## src/rtl/mem_port_arbiter.sv

```systemverilog
// Single-port memory arbiter between fetch and data access.
// Serialises requests, stalls the pipeline, routes read data back.
module mem_port_arbiter #(
  parameter int ADDR_W  = 32,
  parameter int DATA_W  = 32,
  parameter int MEM_LAT = 2
) (
  input  logic              clk,
  input  logic              reset,
  input  logic              if_req,
  input  logic [ADDR_W-1:0] if_addr,
  output logic [DATA_W-1:0] if_rdata,
  output logic              if_valid,
  input  logic              d_req,
  input  logic              d_we,
  input  logic [ADDR_W-1:0] d_addr,
  input  logic [DATA_W-1:0] d_wdata,
  output logic [DATA_W-1:0] d_rdata,
  output logic              d_done,
  output logic              stall,
  output logic              mem_en,
  output logic              mem_we,
  output logic [ADDR_W-1:0] mem_addr,
  output logic [DATA_W-1:0] mem_wdata,
  input  logic [DATA_W-1:0] mem_rdata
);

  typedef enum logic [1:0] {
    IDLE,
    ISSUE,
    WAIT,
    RESP
  } state_t;

  localparam logic [3:0] LAT = 4'(MEM_LAT);

  state_t     state;
  logic [3:0] cnt;
  logic       fetch_starved;
  logic       owner_d;
  logic       owner_we;
  logic       grant_if;

  // Fetch wins only when data is absent or fetch lost the last contest
  assign grant_if = if_req & (~d_req | fetch_starved);

  // Hold the pipeline while any request is still waiting for completion
  assign stall = reset &
                 ((if_req & ~if_valid) | (d_req & ~d_done));

  // Transaction sequencer with registered strobes and read-data capture
  always_ff @(posedge clk) begin
    if (!reset) begin
      state         <= IDLE;
      cnt           <= 4'd0;
      fetch_starved <= 1'b0;
      owner_d       <= 1'b0;
      owner_we      <= 1'b0;
      mem_en        <= 1'b0;
      mem_we        <= 1'b0;
      mem_addr      <= '0;
      mem_wdata     <= '0;
      if_valid      <= 1'b0;
      d_done        <= 1'b0;
      if_rdata      <= '0;
      d_rdata       <= '0;
    end else begin
      mem_en   <= 1'b0;
      mem_we   <= 1'b0;
      if_valid <= 1'b0;
      d_done   <= 1'b0;
      unique case (state)
        IDLE: begin
          if (if_req | d_req) begin
            owner_d   <= ~grant_if;
            owner_we  <= ~grant_if & d_we;
            mem_addr  <= grant_if ? if_addr : d_addr;
            mem_wdata <= grant_if ? '0 : d_wdata;
            mem_en    <= 1'b1;
            mem_we    <= ~grant_if & d_we;
            if (grant_if)
              fetch_starved <= 1'b0;
            else if (if_req)
              fetch_starved <= 1'b1;
            state <= ISSUE;
          end
        end
        ISSUE: begin
          cnt   <= LAT;
          state <= WAIT;
        end
        WAIT: begin
          if (cnt != 4'd0)
            cnt <= cnt - 4'd1;
          if (cnt <= 4'd1) begin
            if (owner_d) begin
              d_done <= 1'b1;
              if (!owner_we)
                d_rdata <= mem_rdata;
            end else begin
              if_valid <= 1'b1;
              if_rdata <= mem_rdata;
            end
            state <= RESP;
          end
        end
        RESP: begin
          state <= IDLE;
        end
        default: begin
          state <= IDLE;
        end
      endcase
    end
  end

endmodule

```

## config.mk

```make
export PLATFORM = sky130hd
export DESIGN_NAME = mem_port_arbiter
export DESIGN_NICKNAME = d
export VERILOG_FILES = /design/src/rtl/mem_port_arbiter.sv
export SDC_FILE = /design/constraint.sdc
export NUM_CORES = 1
export LEC_CHECK = 0
export ABC_AREA = 1
export CAP_MARGIN = 20
export CORE_MARGIN = 4
export CORE_UTILIZATION = 42
export DETAILED_ROUTE_END_ITERATION = 10
export HOLD_SLACK_MARGIN = 0.15
export PLACE_DENSITY = 0.91
export SYNTH_ARGS = -nofsm -noshare
export SYNTH_HDL_FRONTEND = slang
export SYNTH_SLANG_ARGS = --single-unit
```

## constraint.sdc

```tcl
create_clock -name clk -period 1.6 [get_ports clk]
set_input_delay 0.32 -clock clk [delete_from_list [all_inputs] [get_ports clk]]
set_output_delay 0.32 -clock clk [all_outputs]
set_load 0.01 [all_outputs]
```

==> results.sh, run 1 <==
export IMPL_io_pins=266
export IMPL_clkLatencyLatePin_ps=410
export IMPL_synth_area_leaders="dfxtp_1, nand2_1, nor2_1"
export IMPL_p_total_uw=15650
export IMPL_synth_area_leader_cell="dfxtp_1"
export IMPL_whs_ps=453.8
export IMPL_synth_distinct_cells=21
export IMPL_place_port_buffers=265
export IMPL_final_cell_area_mm2=0.009639
export IMPL_die_h_um=128.7
export IMPL_clockBufferDepth=2
export IMPL_dr_max_layer_used="met4"
export IMPL_crit_fanout=8
export IMPL_area_delta_synth_final_pct=57.48
export IMPL_dr_wl_met2_mm=10.15
export IMPL_holdBufCountCts=0
export IMPL_cp_end_kind="flip-flop"
export IMPL_rows=43
export IMPL_seqCellArea_mm2=0.002824
export IMPL_grt_max_degree=102
export IMPL_grt_first_pass_wirelength_mm=29.89
export IMPL_grt_total_usage_pct=22.38
export IMPL_p_per_area_mw_per_mm2=1623
export IMPL_detailedPlace_worstSlack_ps=-395.8
export IMPL_drtPass1Iterations=5
export IMPL_die_area_mm2=0.01657
export IMPL_worst_slack_ps=52.29
export IMPL_setup_viol=0
export IMPL_initial_core_util_pct=43.42
export IMPL_ys_ff_latch=141
export IMPL_tightest_slew_ps=431.5
export IMPL_drtAntennaViolNets=0
export IMPL_period_needed_ps=1548
export IMPL_crit_type="reg -> reg"
export IMPL_grt_ovfl_total=0
export IMPL_wire_per_inst_um=14.59
export IMPL_path_cells="inv_2, ha_4, inv_1, nand2_2, nand4_1, buf_6, buf_6, clkbuf_16, nor2_4, nor2_1"
export IMPL_ir_worst_vdd_mv=1.246
export IMPL_reg2reg_slack_ps=50
export IMPL_cp_start_kind="flip-flop"
export IMPL_cts_tree="done"
export IMPL_path_common_cell="buf_6"
export IMPL_numCtsBuffers=17
export IMPL_startpoint="cnt[1]"
export IMPL_finClkSkew_ps=9.025
export IMPL_syn_area_per_cell_um2=6.624
export IMPL_path_clk_slew_ps=60
export IMPL_met3_length_mm=2.048
export IMPL_critPathRequiredTime_ps=1910
export IMPL_die_x_um=128.7
export IMPL_post_drt_via_cell_ratio=4.834
export IMPL_place_area_mm2=0.008984
export IMPL_cts_sinks=141
export IMPL_slew_violations=0
export IMPL_cp_arrival_ps=1850
export IMPL_syn_cell_area_mm2=0.006121
export IMPL_synth_warnings=0
export IMPL_wirelength_mm=20.06
export IMPL_r2r_start="cnt[1]"
export IMPL_synth_nets=1062
export IMPL_hold_viol_final=0
export IMPL_worst_path_max_delay_cell="dfxtp_1"
export IMPL_grt_pass1_vias=6246
export IMPL_fin_crit_sh_pct=96.73
export IMPL_via_count=6647
export IMPL_coreArea_mm2=0.01410
export IMPL_fmax_mhz=646.1
export IMPL_nets=1320
export IMPL_outcome="finished, final reports clean"
export IMPL_htreeDepth=4
export IMPL_rr_worst_depth=10
export IMPL_cpPeakStageDelay_ps=320
export IMPL_drive_gt1_share_pct=7.782
export IMPL_antenna_found_initial=0
export IMPL_gp_congestion=0.8468
export IMPL_maxCapViolations=0
export IMPL_syn_inst=924
export IMPL_cts_root_buf="clkbuf_16"
export IMPL_fin_setup_tns_ps=0
export IMPL_seq_area_frac_synth_pct=46.12
export IMPL_drt_first_iter_violations=437
export IMPL_leakage_uw=0.004951
export IMPL_antenna_cells=0
export IMPL_min_path_type="in -> reg"
export IMPL_dpl_hpwl_mm=12.96
export IMPL_slew_headroom_pct=71.23
export IMPL_multi_input_area_mm2=0.002655
export IMPL_worstHoldPathCells=4
export IMPL_fillers=1142
export IMPL_drt_met1_wl_mm=7.354
export IMPL_drc=0
export IMPL_synth_top_area_share_pct=46.12
export IMPL_min_from="reset"
synthesized netlist by cell type, drive strengths merged:
cell and n:
nand2 246, nor2 241, dfxtp 141, inv 116, a21oi 41, o21ai 36
buf 33, nand4 33, clkbuf 21, nand3 9, ha 5, nor3 1
o22ai 1
worst paths after layout:
path,end
worst max-delay path,if_rdata[18]
worst min-delay path,if_rdata[3]
worst max register to register,if_rdata[18]
worst min register to register,mem_wdata[19]
worst max-delay path: cells and delay by family (launching register included):
family        cells  cell delay, ps
simple gates      4             320
buf+inv           5             630
flops             1             320
fa+ha+maj         1             160
routing by layer:
metal	vias to the layer above	track usage [%]
met5	-	0
met4	0	8.030
met3	44	9.049
met2	298	39.85
met1	2993	23.84
li1	3312	-
layout by cell type, fill, tap and decap left out, drive strengths merged:
master | synthesis | final
a21oi | 41 | 41
buf | 33 | 27
bufinv | 0 | 3
clkbuf | 21 | 22
clkdlybuf4s50 | 0 | 129
clkinv | 0 | 6
clkinvlp | 0 | 1
dfxtp | 141 | 141
dlygate4sd2 | 0 | 132
dlymetal6s2s | 0 | 2
ha | 5 | 5
inv | 116 | 119
nand2 | 246 | 246
nand3 | 9 | 9
nand4 | 33 | 33
nor2 | 241 | 241
nor3 | 1 | 1
o21ai | 36 | 36
o22ai | 1 | 1
sequential cells by signal, indices dropped and copies added (netlist names):
name,cells
d_rdata,32
if_rdata,32
mem_addr,32
mem_wdata,32
cnt,4
state,2
d_done,1
fetch_starved,1
if_valid,1
mem_en,1
mem_we,1
owner_d,1
owner_we,1
what timing repair did:
action	CTS	global route
pin swaps	1	2
setup endpoints to repair	140	46
gates cloned	1	4
hold endpoints to repair	0	0
setup buffers	1	1
resized for setup	141	27
metrics by stage:
| stage | std cells | util (%) |
|---|---|---|
| after floorplan | 924 | - |
| after global placement | 1336 | 63.73 |
| after detailed placement | 1336 | 63.73 |
| after CTS | 1370 | 67.15 |
| after global routing | 1375 | 68.38 |
| final | 1375 | 68.38 |
power by group:
group          internal [uW]  switching [uW]  leakage, uW
registers               4440             452      0.00115
clock network           2500            1540     0.000298
logic                   2850            3870      0.00350
total                   9790            5860      0.00495
kinds of logic (layout without fill, tap and decap cells):
group | Yosys count | after routing | share of synthesized area [%]
buffers and inverters | 170 | 441 | 11.73
DFF | 141 | 141 | 46.12
adders and majority gates | 5 | 5 | 1.022
AOI/OAI and AO/OA | 78 | 78 | 6.582
and+or+nand+nor | 530 | 530 | 34.55
layout make-up:
class,count,area share (%)
timing repair buffer,293,30.01
multi-input combinational,613,27.54
inverter,116,4.543
clock inverter,13,1.674
tap,180,2.336
sequential,141,29.30
clock buffer,19,4.595
Note: power is estimated with default switching activity, not from simulation.
==> run 2, diff against run 1 <==
--- a/config.mk
+++ b/config.mk
@@ -7,7 +7,7 @@
 export LEC_CHECK = 0
 export ABC_AREA = 1
 export CAP_MARGIN = 20
-export CORE_MARGIN = 4
+export CORE_MARGIN = 2
 export CORE_UTILIZATION = 42
 export DETAILED_ROUTE_END_ITERATION = 10
 export HOLD_SLACK_MARGIN = 0.15
==> run 2 against run 1 <==
The flow now finishes with violations (setup timing). Utilization fell by 0.88 points. Final area grew 0.62%. Clock-buffer cell count is 2 lower. Sequential share of layout area decreased by 0.14 points. Sequential power about the same. Critical path depth is 2 lower. Combinational power barely moved. Fmax is 7.1% lower. Die area down 6.1%. Non-clock buffer count grew 7. Clock skew about the same.
==> results.sh, run 2 (synthesis results as in run 1) <==
export IMPL_outcome="complete, but fails checks"
export IMPL_violations="setup timing"
export IMPL_numCtsBuffers=17
export IMPL_place_area_mm2=0.009004
export IMPL_antenna_found_initial=0
export IMPL_io_pins=266
export IMPL_final_cell_mix="nand2_1, nor2_1, dfxtp_1"
export IMPL_r2r_end="if_rdata[20]"
export IMPL_critPathRequiredTime_ps=1940
export IMPL_place_port_buffers=265
export IMPL_grt_first_pass_wirelength_mm=29.55
export IMPL_detailedPlace_worstSlack_ps=-521.3
export IMPL_p_per_area_mw_per_mm2=1609
export IMPL_grt_setup_unrepaired="yes"
export IMPL_startpoint="state[0]"
export IMPL_path_cells="inv_1, ha_2, nand4_1, buf_6, clkbuf_16, nand2_1, nand2_1, nor2_1"
export IMPL_min_from="if_req"
export IMPL_dpl_hpwl_mm=12.37
export IMPL_drive_gt1_share_pct=8.146
export IMPL_drtAntennaViolNets=0
export IMPL_worstHoldPathCells=5
export IMPL_r2r_start="state[0]"
export IMPL_grt_pass1_vias=6307
export IMPL_path_clk_slew_ps=60
export IMPL_antenna_cells=0
export IMPL_finClkSkew_ps=8.761
export IMPL_area_delta_synth_final_pct=58.46
export IMPL_post_drt_via_cell_ratio=4.834
export IMPL_slew_violations=0
export IMPL_fmax_mhz=600.1
export IMPL_worst_slack_ps=-66.51
export IMPL_fin_crit_sh_pct=104.2
export IMPL_crit_type="reg -> reg"
export IMPL_layout_commonest_cell="nand2_1"
export IMPL_worst_path_max_delay_cell="dfxtp_1"
export IMPL_grt_total_usage_pct=23.12
export IMPL_min_to="fetch_starved"
export IMPL_die_x_um=124.7
export IMPL_drt_first_iter_violations=487
export IMPL_die_h_um=124.7
export IMPL_grt_max_degree=102
export IMPL_ir_worst_vdd_mv=0.8298
export IMPL_holdBufCountCts=0
export IMPL_nets=1328
export IMPL_reg2reg_slack_ps=-70
export IMPL_tightest_slew_ps=445.3
export IMPL_cp_end_kind="flip-flop"
export IMPL_rows=44
export IMPL_wirelength_mm=19.17
export IMPL_cpPeakStageDelay_ps=320
export IMPL_via_count=6705
export IMPL_fin_setup_tns_ps=-80.89
export IMPL_cts_sinks=141
export IMPL_die_area_mm2=0.01556
export IMPL_cp_arrival_ps=2010
export IMPL_hold_viol_final=0
export IMPL_initial_core_util_pct=42.60
export IMPL_drtPass1Iterations=5
export IMPL_crit_fanout=7
export IMPL_gp_congestion=0.7979
export IMPL_leakage_uw=0.004964
export IMPL_coreArea_mm2=0.01437
export IMPL_final_cell_area_mm2=0.009699
export IMPL_maxCapViolations=0
export IMPL_htreeDepth=4
export IMPL_clockBufferDepth=2
export IMPL_drc=0
export IMPL_slew_headroom_pct=70.32
export IMPL_cts_tree="done"
export IMPL_cp_start_kind="flip-flop"
export IMPL_path_common_cell="nand2_1"
export IMPL_wire_per_inst_um=13.82
export IMPL_setup_viol=2
export IMPL_period_needed_ps=1667
export IMPL_cts_root_buf="clkbuf_16"
export IMPL_clkLatencyLatePin_ps=420
export IMPL_grt_ovfl_total=0
export IMPL_rr_worst_depth=8
export IMPL_min_path_type="in -> reg"
==> run 2: cell count changes in the layout (fill, tap and decap cells not counted), moves of 3 or more <==
cell,change
buf_4,+8
clkinv_2,-4
clkinvlp_4,+3
nor2_1,+8
nor2_2,-8
==> run 2: area by class of cell <==
class | instances | area (um2)
clock inverters | 15 | 181.4
fillers | 1190 | 4669
repair buffers | 300 | 2934
multi-input cells | 614 | 2658
inverters | 116 | 442.9
flip-flops and latches | 141 | 2828
well taps | 184 | 230.2
clock buffers | 17 | 425.4
==> run 2: repair_timing <==
| item | 4_1_cts | 5_1_grt |
|---|---|---|
| cloned | 1 | 5 |
| endpoints found under the setup margin | 168 | 93 |
| resized for setup | 137 | 30 |
| pin swaps | 1 | 6 |
| buffers inserted | 0 | 7 |
==> run 2: metrics by stage <==
stage                     power, uW  hold slack, ps  util, %  std cells
after global routing          16660           384.9    67.50       1387
after floorplan                8491           445.2        -        924
after CTS                     15080           433.1    65.78       1375
after detailed placement      11580           454.6    62.66       1342
final                         15600           383.0    67.50       1387
after global placement        11380           449.9    62.66       1342
==> run 2: worst max-delay path by stage <==
stage / cells after the start / end / slack [ps]
6_report: 8 / if_rdata[20] / -70
5_1_grt: 8 / if_rdata[20] / -110
4_1_cts: 6 / stall / 5
3_5_place_dp: 8 / owner_we / -520
3_3_place_gp: 8 / owner_we / -460
2_1_floorplan: 10 / if_rdata[10] / 160
==> run 2: worst max-delay path, delay by kind of cell (launching register included) <==
family,cells,cell delay [ps]
fa+ha+maj,1,260
buf+inv,3,490
flops,1,320
simple gates,4,520
==> run 2: where the power goes <==
part	leakage [uW]	internal, uW	switching (uW)
logic	0.00353	2850	3840
registers	0.00115	4440	460
clock network	0.000284	2350	1660
total	0.00496	9640	5960
==> run 2: layer usage <==
layer / track usage [%] / routed length [um]
met1: 25.63 / 7401
met2: 41.21 / 9638
met3: 8.033 / 1735
met4: 7.667 / 394
met5: 0 / 0
